**src/rtl/score_display_pkg.sv**
```systemverilog
// Shared types, constants and double-dabble helpers for the score digit display.
package score_display_pkg;

  localparam int DIGIT_W = 16;
  localparam int DIGIT_H = 32;
  localparam int SCORE_W = 14;
  localparam logic [SCORE_W-1:0] SCORE_MAX = 14'd9999;

  typedef logic [3:0] bcd_t;

  typedef enum logic [1:0] {
    IDLE   = 2'd0,
    SHIFT  = 2'd1,
    COMMIT = 2'd2
  } conv_state_t;

  function automatic logic [15:0] dabble_adjust(input logic [15:0] bcd);
    logic [15:0] res;
    res = bcd;
    for (int i = 0; i < 4; i++) begin
      if (bcd[i*4 +: 4] >= 4'd5) begin
        res[i*4 +: 4] = bcd[i*4 +: 4] + 4'd3;
      end else begin
        res[i*4 +: 4] = bcd[i*4 +: 4];
      end
    end
    return res;
  endfunction

  function automatic logic [SCORE_W-1:0] clamp_score(input logic [SCORE_W-1:0] v);
    return (v > SCORE_MAX) ? SCORE_MAX : v;
  endfunction

endpackage

```
**src/rtl/score_digits_display_bin2bcd.sv**
```systemverilog
// Sequential double-dabble converter: one bit per cycle, 14 shifts, then a commit strobe.
module bin2bcd_seq
  import score_display_pkg::*;
(
  input  logic               clk,
  input  logic               resetN,
  input  logic               load,
  input  logic [SCORE_W-1:0] bin_in,
  output logic               busy,
  output logic               done,
  output logic [15:0]        bcd
);

  conv_state_t        state_q, state_d;
  logic [SCORE_W-1:0] bin_q, bin_d;
  logic [15:0]        bcd_q, bcd_d;
  logic [3:0]         cnt_q, cnt_d;
  logic               busy_q, busy_d;
  logic [15:0]        adj_s;

  // state and datapath registers
  always_ff @(posedge clk or negedge resetN) begin
    if (!resetN) begin
      state_q <= IDLE;
      bin_q   <= '0;
      bcd_q   <= '0;
      cnt_q   <= 4'd0;
      busy_q  <= 1'b0;
    end else begin
      state_q <= state_d;
      bin_q   <= bin_d;
      bcd_q   <= bcd_d;
      cnt_q   <= cnt_d;
      busy_q  <= busy_d;
    end
  end

  // next state; a load restarts from any state, including COMMIT
  always_comb begin
    state_d = state_q;
    bin_d   = bin_q;
    bcd_d   = bcd_q;
    cnt_d   = cnt_q;
    adj_s   = dabble_adjust(bcd_q);
    if (load) begin
      state_d = SHIFT;
      bin_d   = clamp_score(bin_in);
      bcd_d   = 16'd0;
      cnt_d   = 4'd0;
    end else begin
      case (state_q)
        IDLE: state_d = IDLE;
        SHIFT: begin
          {bcd_d, bin_d} = {adj_s[14:0], bin_q, 1'b0};
          cnt_d          = cnt_q + 4'd1;
          if (cnt_q == 4'd13) begin
            state_d = COMMIT;
          end else begin
            state_d = SHIFT;
          end
        end
        COMMIT: state_d = IDLE;
        default: state_d = IDLE;
      endcase
    end
  end

  // outputs
  always_comb begin
    busy_d = (state_d != IDLE);
    busy   = busy_q;
    done   = (state_q == COMMIT);
    bcd    = bcd_q;
  end

endmodule

```
**src/rtl/score_digits_display.sv**
```systemverilog
// Score display feeder: commits converted digits and maps each pixel to a digit cell.
module score_digits_display
  import score_display_pkg::*;
#(
  parameter logic [10:0] TOP_LEFT_X    = 11'd400,
  parameter logic [10:0] TOP_LEFT_Y    = 11'd16,
  parameter int          NUM_DIGITS    = 4,
  parameter int          DIGIT_GAP     = 2,
  parameter bit          BLANK_LEADING = 1'b1
) (
  input  logic               clk,
  input  logic               resetN,
  input  logic [10:0]        pixelX,
  input  logic [10:0]        pixelY,
  input  logic [SCORE_W-1:0] scoreValue,
  input  logic               scoreLoad,
  output logic [10:0]        offsetX,
  output logic [10:0]        offsetY,
  output logic               InsideRectangle,
  output logic [3:0]         digit,
  output logic               busy,
  output logic               convDone
);

  localparam int          CELL_W = $clog2(NUM_DIGITS);
  localparam logic [10:0] PITCH  = 11'(DIGIT_W + DIGIT_GAP);
  localparam logic [10:0] ROW_W  = 11'(NUM_DIGITS * (DIGIT_W + DIGIT_GAP) - DIGIT_GAP);

  logic [15:0]       bcd_s;
  logic              done_s;
  logic [15:0]       committed_q, committed_d;
  logic              conv_done_q, conv_done_d;
  logic [10:0]       offset_x_q, offset_x_d, offset_y_q, offset_y_d;
  logic              inside_q, inside_d;
  bcd_t              digit_q, digit_d;

  logic [10:0]       rel_x_s, rel_y_s, base_s, col_s;
  logic              in_row_s, lead_s;
  logic [CELL_W-1:0] cell_s;
  bcd_t              cell_digit_s;
  logic [NUM_DIGITS-1:0] blank_s;

  bin2bcd_seq u_conv (
    .clk    (clk),
    .resetN (resetN),
    .load   (scoreLoad),
    .bin_in (scoreValue),
    .busy   (busy),
    .done   (done_s),
    .bcd    (bcd_s)
  );

  // committed digits and output registers
  always_ff @(posedge clk or negedge resetN) begin
    if (!resetN) begin
      committed_q <= 16'd0;
      conv_done_q <= 1'b0;
      offset_x_q  <= 11'd0;
      offset_y_q  <= 11'd0;
      inside_q    <= 1'b0;
      digit_q     <= 4'd0;
    end else begin
      committed_q <= committed_d;
      conv_done_q <= conv_done_d;
      offset_x_q  <= offset_x_d;
      offset_y_q  <= offset_y_d;
      inside_q    <= inside_d;
      digit_q     <= digit_d;
    end
  end

  // cell 0 is the leftmost (most significant) digit; comparator chain replaces relX / pitch
  always_comb begin
    committed_d = done_s ? bcd_s : committed_q;
    conv_done_d = done_s;
    rel_x_s     = pixelX - TOP_LEFT_X;
    rel_y_s     = pixelY - TOP_LEFT_Y;
    in_row_s    = (pixelX >= TOP_LEFT_X) && (pixelY >= TOP_LEFT_Y) &&
                  (rel_y_s < 11'(DIGIT_H)) && (rel_x_s < ROW_W);
    cell_s      = '0;
    base_s      = 11'd0;
    for (int i = 1; i < NUM_DIGITS; i++) begin
      if (rel_x_s >= 11'(i * (DIGIT_W + DIGIT_GAP))) begin
        cell_s = CELL_W'(i);
        base_s = 11'(i) * PITCH;
      end else begin
        cell_s = cell_s;
      end
    end
    col_s        = rel_x_s - base_s;
    lead_s       = 1'b1;
    cell_digit_s = 4'd0;
    blank_s      = '0;
    for (int i = 0; i < NUM_DIGITS; i++) begin
      lead_s = lead_s && (committed_q[(NUM_DIGITS-1-i)*4 +: 4] == 4'd0);
      if (BLANK_LEADING && lead_s && (i != NUM_DIGITS - 1)) begin
        blank_s[i] = 1'b1;
      end else begin
        blank_s[i] = 1'b0;
      end
      if (cell_s == CELL_W'(i)) begin
        cell_digit_s = committed_q[(NUM_DIGITS-1-i)*4 +: 4];
      end else begin
        cell_digit_s = cell_digit_s;
      end
    end
    if (in_row_s && (col_s < 11'(DIGIT_W)) && !blank_s[cell_s]) begin
      inside_d   = 1'b1;
      offset_x_d = col_s;
      offset_y_d = rel_y_s;
      digit_d    = cell_digit_s;
    end else begin
      inside_d   = 1'b0;
      offset_x_d = 11'd0;
      offset_y_d = 11'd0;
      digit_d    = 4'd0;
    end
  end

  always_comb begin
    offsetX         = offset_x_q;
    offsetY         = offset_y_q;
    InsideRectangle = inside_q;
    digit           = digit_q;
    convDone        = conv_done_q;
  end

endmodule

```
**config.mk**
```make
export PLATFORM = sky130hd
export DESIGN_NAME = score_digits_display
export DESIGN_NICKNAME = d
export VERILOG_FILES = /design/src/rtl/score_display_pkg.sv /design/src/rtl/score_digits_display_bin2bcd.sv /design/src/rtl/score_digits_display.sv
export SDC_FILE = /design/constraint.sdc
export NUM_CORES = 1
export LEC_CHECK = 0
export BUFFER_PORTS_ARGS = -buffer_cell sky130_fd_sc_hd__buf_2
export CAP_MARGIN = 20
export CORE_AREA = 3 3 106 108
export DETAILED_ROUTE_END_ITERATION = 8
export DIE_AREA = 0 0 109 111
export GPL_TIMING_DRIVEN = 0
export PLACE_DENSITY_LB_ADDON = 0.15
export SYNTH_ARGS = -nofsm -noshare
export SYNTH_HDL_FRONTEND = slang
export SYNTH_SLANG_ARGS = --single-unit
```
**constraint.sdc**
```tcl
create_clock -name clk -period 1.97 [get_ports clk]
set_clock_uncertainty 0.1 [all_clocks]
set_input_delay 0.0985 -clock clk [delete_from_list [all_inputs] [get_ports clk]]
set_output_delay 0.0985 -clock clk [all_outputs]
set_load 0.05 [all_outputs]
```
==> flow_summary.toml, run 1 <==
[run_status]
status = "finished with violations"
failed_checks = "setup timing"

[critical_path]
cp.arrival_ps = 3250
critical_path_required_ps = 2130
crit_fanout = 6
cp-end-kind = "flop"
rr_worst_depth = 6
cp-start-kind = "input pin"
worstSetupPathType = "in2reg"

[synthesis]
synth_flop_cell = "dfrtp_1"
synth_edf_count = 0
yosys.cell_types.count = 48
synth-seq-area-share = 0.491
async_flop_share = 1.00
synth_cells = 435
synth_area_um2 = 4130
yosys_warnings = 0
synth_top_area_frac = 0.491
ys_top_cells_by_area = "dfrtp_1, ha_1, nand2_1, nor2_1, o21ai_0"
yosys.area.top_type = "dfrtp_1"
synth-seq-cells = 81
synth.avg_cell_area_um2 = 9.49

[final_layout]
nFillCells = 953
nets = 629
final_area_um2 = 5500
regArea_um2 = 2030
final_cell_mix = "dfrtp_1, buf_2, nor2_1, nand2_1, inv_1"
antenna_cells = 0
syn2layout_area_growth_pct = 33.2
final_common_cell = "dfrtp_1"
layout.cells.non_filler = 712
layout-drive-gt1-share = 0.252
multi_input_area_um2 = 2070

[timing]
final.setup.tns_ps = -14860
setup_ws_ps = -1110
fin_crit_ps = 3080
rsz0062_at_grt = "yes"
drv_slew = 0
fin_crit_sh = 1.57
fmax_ghz = 0.324
worstMarginPinSlew_ps = 607
finalHoldViolCount = 0
finalSetupViolCount = 14
fin_hold_ws_ps = 47.9
relSlewSlack = 0.595

[route]
drc = 0
postRouteAntennaNets = 0
viasPerCell = 4.92
route.vias.total = 3506
dr.pass1.iters = 5
wl_um = 9940
wl_per_cell_um = 14.0
drtIter0Drc = 219

[placed_design]
hpwl_um = 6750
dp.cells = 648
dpl_cell_area_um2 = 4720
gp_congestion = 0.899
port_buffers = 64

[power]
p_total_mw = 3.66
power.density_nw_per_um2 = 666
ir_worst_vdd_mv = 0.344
p_leak_nw = 2.63

[grt]
grt_max_degree = 59
track_usage = 0.167
antenna_found_initial = 0
grt_first_pass_wirelength_um = 16200
grt_pass1_vias = 3536
globalRouteOverflowTotal = 0

[clock_network]
clk_pin_slew_ps = 80
cts_buffers = 9
cts-root-buf = "clkbuf_8"
clkLatencyLatePin_ps = 350
clock-sinks = 81
cts_tree = "yes"
htree_levels = 3
clock_path_buffers = 2

[floorplanning]
dieArea_um2 = 12100
start_util = 0.400
die_x_um = 109
ios = 68
core_um2 = 10300
die_h_um = 111
num_rows = 37

[worst_hold_path]
hold_path.class = "in2reg"
holdPathStages = 4

[job]
cap_viol_max_count = 0
-- cell usage after synthesis, types with 2 or more instances --
cell type / number
nand4_1: 2
inv_1: 31
buf_6: 2
a41oi_1: 2
buf_2: 2
mux2_2: 8
o21ai_0: 26
nand2b_1: 8
a31oi_1: 9
xor2_1: 7
mux2i_1: 6
or3_4: 2
o31ai_1: 2
nor4_1: 11
o21a_1: 2
xnor2_1: 11
dfrtp_1: 81
a21oi_1: 25
o311ai_0: 2
a211oi_1: 2
nand2_1: 51
nor3_1: 7
nor3b_1: 3
a21o_1: 2
nand3_1: 9
nor3_2: 8
clkbuf_1: 14
o31a_1: 2
nor2_1: 51
o22ai_1: 9
nor2b_1: 4
ha_1: 18
-- worst max-delay path: stages --
cell and delay (ps):
buf_8 100, or3_4 380, or3_4 400, nand2_4 80
nand4_1 150, inv_2 130, ha_4 200, nor2b_4 120
o31a_1 270, o21a_1 190, or3_1 310, a2111o_1 500
buf_4 190, nor4_2 130
-- stage by stage --
step                       util  setup WS (ps)
after detailed placement  0.457          -1860
after global placement    0.454          -1790
after global routing      0.533          -1220
final                     0.533          -1110
after CTS                 0.523          -1140
after floorplan               -          -1330
-- registers in the layout, indices dropped and copies added (netlist names) --
register / cells
u_conv.bin_q: 14
u_conv.busy: 1
InsideRectangle: 1
offsetX: 11
digit: 4
offsetY: 11
u_conv.state_q: 2
committed_q: 16
u_conv.cnt_q: 4
convDone: 1
u_conv.bcd: 16
-- logic make-up (layout without fill, tap and decap cells) --
family,Yosys count,after routing,synth area share
compound gates,90,90,0.131
xor+xnor,18,18,0.0382
fa+ha+maj,19,19,0.0594
buf+inv,50,179,0.0497
flops,81,81,0.491
mux,14,14,0.0364
other cells,1,13,0.000908
simple gates,162,162,0.193
-- final timing paths --
kind | slack (ps) | endpoint | from
setup / recovery | -1110 | digit[0]$_DFF_PN0_ | pixelX[5]
hold / removal | 50 | offsetX[1]$_DFF_PN0_ | pixelX[1]
setup reg to reg | -50 | InsideRectangle$_DFF_PN0_ | committed_q[12]$_DFFE_PN0P_
hold reg to reg | 400 | committed_q[1]$_DFFE_PN0P_ | committed_q[1]$_DFFE_PN0P_
max in group asynchronous | 1090 | committed_q[1]$_DFFE_PN0P_ | resetN
min in group asynchronous | 90 | u_conv.bin_q[6]$_DFFE_PN0P_ | resetN
-- layer usage --
metal | global-route usage | up-vias | routed length (um)
met1 | 0.201 | 1682 | 4170
li1 | - | 1750 | -
met5 | 0 | - | 0
met4 | 0.0530 | 0 | 133
met2 | 0.293 | 65 | 5290
met3 | 0.0384 | 9 | 353
-- cell type report --
class	instances	share of cell area
Sequential cell	81	0.368
Tap cell	136	0.0309
Clock inverter	2	0.0109
Inverter	31	0.0216
Timing Repair Buffer	114	0.146
Multi-Input combinational cell	316	0.375
Buffer	18	0.0171
Clock buffer	14	0.0296
-- repair_timing --
action	4_1_cts	5_1_grt
endpoints found under the hold margin	102	0
gates resized for setup	16	16
endpoints found under the setup margin	14	15
hold buffers	24	0
pin swaps	10	13
buffers inserted	22	3
cloned	1	0
-- power breakdown --
part           switching [mW]  leakage (nW)  internal (mW)
clock                   0.571         0.111          0.786
combinational           0.314          1.47          0.242
sequential             0.0338          1.05           1.72
(Power assumes the default switching activity.)
==> inputs of run 2 (changes only) <==
--- a/config.mk
+++ b/config.mk
@@ -7,11 +7,12 @@
 export LEC_CHECK = 0
 export BUFFER_PORTS_ARGS = -buffer_cell sky130_fd_sc_hd__buf_2
 export CAP_MARGIN = 20
-export CORE_AREA = 3 3 106 108
+export CORE_AREA = 3 3 108 110
 export DETAILED_ROUTE_END_ITERATION = 8
-export DIE_AREA = 0 0 109 111
+export DIE_AREA = 0 0 111 113
 export GPL_TIMING_DRIVEN = 0
 export PLACE_DENSITY_LB_ADDON = 0.15
 export SYNTH_ARGS = -nofsm -noshare
 export SYNTH_HDL_FRONTEND = slang
+export SYNTH_HIERARCHICAL = 1
 export SYNTH_SLANG_ARGS = --single-unit
==> flow_summary.toml, run 2 <==
[timing]
relSlewSlack = 0.590
fmax_ghz = 0.340
fin_crit_sh = 1.49
finalSetupViolCount = 14
fin_hold_ws_ps = 27.7
drv_slew = 0
setup_ws_ps = -971
final.setup.tns_ps = -13270
worstMarginPinSlew_ps = 616
rsz0062_at_grt = "yes"
finalHoldViolCount = 0
fin_crit_ps = 2940

[floorplanning]
dieArea_um2 = 12500
ios = 68
num_rows = 38
core_um2 = 10800
start_util = 0.397
die_x_um = 111
die_h_um = 113

[grt]
antenna_found_initial = 0
grt_first_pass_wirelength_um = 16300
grt_pass1_vias = 3425
globalRouteOverflowTotal = 0
grt_max_degree = 63
track_usage = 0.159

[critical_path]
cp_common_cell = "ha_4"
crit_fanout = 6
critical_path_required_ps = 2110
worstSetupPathType = "in2reg"
timing.rr.start = "committed_q[9]$_DFFE_PN0P_"
worstSetupStartpoint = "pixelX[4]"
path_buf_inv = 4
slowest_stage = "or4_4"
critPathTopFamily = "compound AO/OA/AOI/OAI gates"
cp.arrival_ps = 3080
rr_worst_depth = 6
critPathMaxStageDelay_ps = 470
cp-start-kind = "input pin"
worstPathCellList = "buf_12 > clkinvlp_4 > ha_4 > o21bai_4 > o21ai_2 > a31oi_4 > or4_4 > inv_4 > ha_4 > nor2b_4 > o31a_1 > or4_1 > a31oi_1 > a211o_2 > buf_6 > nor3_2"
reg2reg_to = "offsetX[3]$_DFF_PN0_"
regToRegSetupSlack_ps = -270
cp-end-kind = "flop"

[synthesis]
synth_top_area_frac = 0.473
synth-seq-cells = 81
ys_top_cells_by_area = "dfrtp_1, mux2_2, ha_1, mux2i_1, inv_1"
synth_edf_count = 0
yosys_warnings = 6
synth_area_um2 = 4280
synth.avg_cell_area_um2 = 10.7
yosysMostFrequentCell = "dfrtp_1"
synth_flop_cell = "dfrtp_1"
yosys.cell_types.count = 63
yosys-top-cells-count = "dfrtp_1, inv_1, nand2_1"
synth-seq-area-share = 0.473
yosys.area.top_type = "dfrtp_1"
synth_cells = 400
async_flop_share = 1.00

[route]
drtIter0Drc = 186
wl_um = 9760
routed.top_layer = "met4"
drc = 0
wl_per_cell_um = 14.6
route.met3.wl_um = 436
viasPerCell = 5.09
postRouteAntennaNets = 0
dr.pass1.iters = 4
route.vias.total = 3395
wl_met2_um = 4550
met1Wirelength_um = 4650

[final_layout]
nFillCells = 963
syn2layout_area_growth_pct = 30.6
final_cell_mix = "dfrtp_1, buf_2, inv_1, nand2_1, dlygate4sd3_1"
final_common_cell = "dfrtp_1"
layout-drive-gt1-share = 0.330
nets = 578
antenna_cells = 0

[placed_design]
gp_congestion = 0.793
hpwl_um = 6740
port_buffers = 63

[job]
cap_viol_max_count = 0

[run_status]
failed_checks = "setup timing"
status = "finished with violations"

[worst_hold_path]
holdPathStages = 3
holdPathEnd = "u_conv/bin_q[13]$_DFFE_PN0P_"
hold_path.class = "in2reg"
hp-start = "scoreValue[13]"

[clock_network]
clk_pin_slew_ps = 90
cts-root-buf = "clkbuf_8"
cts_tree = "yes"
cts_buffers = 9
clkLatencyLatePin_ps = 360
clock-sinks = 81
clock_path_buffers = 2
htree_levels = 3

[power]
ir_worst_vdd_mv = 0.371
power.density_nw_per_um2 = 615
p_leak_nw = 2.62
## run 2: layout make-up
type,instances,area [um^2],area share
clock inverters,6,50.0,0.00894
flip-flops and latches,81,2030,0.362
multi-input cells,277,2210,0.395
inverters,33,133,0.0237
clock buffers,10,138,0.0246
plain buffers,20,156,0.0280
well taps,140,175,0.0313
repair buffers,100,708,0.127
## run 2: worst min-delay path: stages
cell     delay [ps]
buf_2           110
nor2b_1          80
a31oi_1         150
## run 2: how the worst max path moves through the flow
stage	end	slack, ps	depth (start not counted)
floorplan	offsetX[3]$_DFF_PN0_	-1180	16
global placement	digit[2]$_DFF_PN0_	-1740	15
detailed placement	digit[2]$_DFF_PN0_	-1810	15
CTS	digit[2]$_DFF_PN0_	-1080	16
global route	digit[3]$_DFF_PN0_	-1090	16
finish	offsetX[3]$_DFF_PN0_	-970	16
## run 2: cells by family after synthesis
kind of cell,count (synthesis),share of synthesized area
AOI/OAI and AO/OA,82,0.140
xor gates and xnor gates,12,0.0245
adders and majority gates,17,0.0514
buffers and inverters,54,0.0634
DFF,81,0.473
muxes,32,0.0806
other,1,0.000875
and+or+nand+nor,121,0.166
## run 2: metrics by stage
stage          cell area [um^2]  power [mW]  worst slack, ps  std cells  utilization
2_1_floorplan              4390        2.07            -1180        412            -
3_3_place_gp               4880        2.21            -1740        615        0.452
3_5_place_dp               4910        2.23            -1810        616        0.455
4_1_cts                    5490        3.47            -1080        661        0.509
5_1_grt                    5600        3.63            -1090        667        0.518
6_report                   5600        3.44             -971        667        0.518
## run 2: power breakdown
part | internal, mW | switching (mW) | total [mW]
clock network | 0.506 | 0.646 | 1.15
registers | 1.72 | 0.0324 | 1.75
logic | 0.239 | 0.305 | 0.544
## run 2: what timing repair did
item                                    4_1_cts  5_1_grt
cloned                                        1        0
hold buffers                                 22        0
endpoints found under the setup margin       24       24
endpoints found under the hold margin       100        0
pin swaps                                    12        5
buffers inserted                              6        7
resized for setup                            27       12
## run 2: per-layer routing
metal	global-route usage	vias up
met1	0.214	1617
met2	0.254	94
met3	0.0390	13
li1	-	1671
met5	0	-
met4	0.0509	0
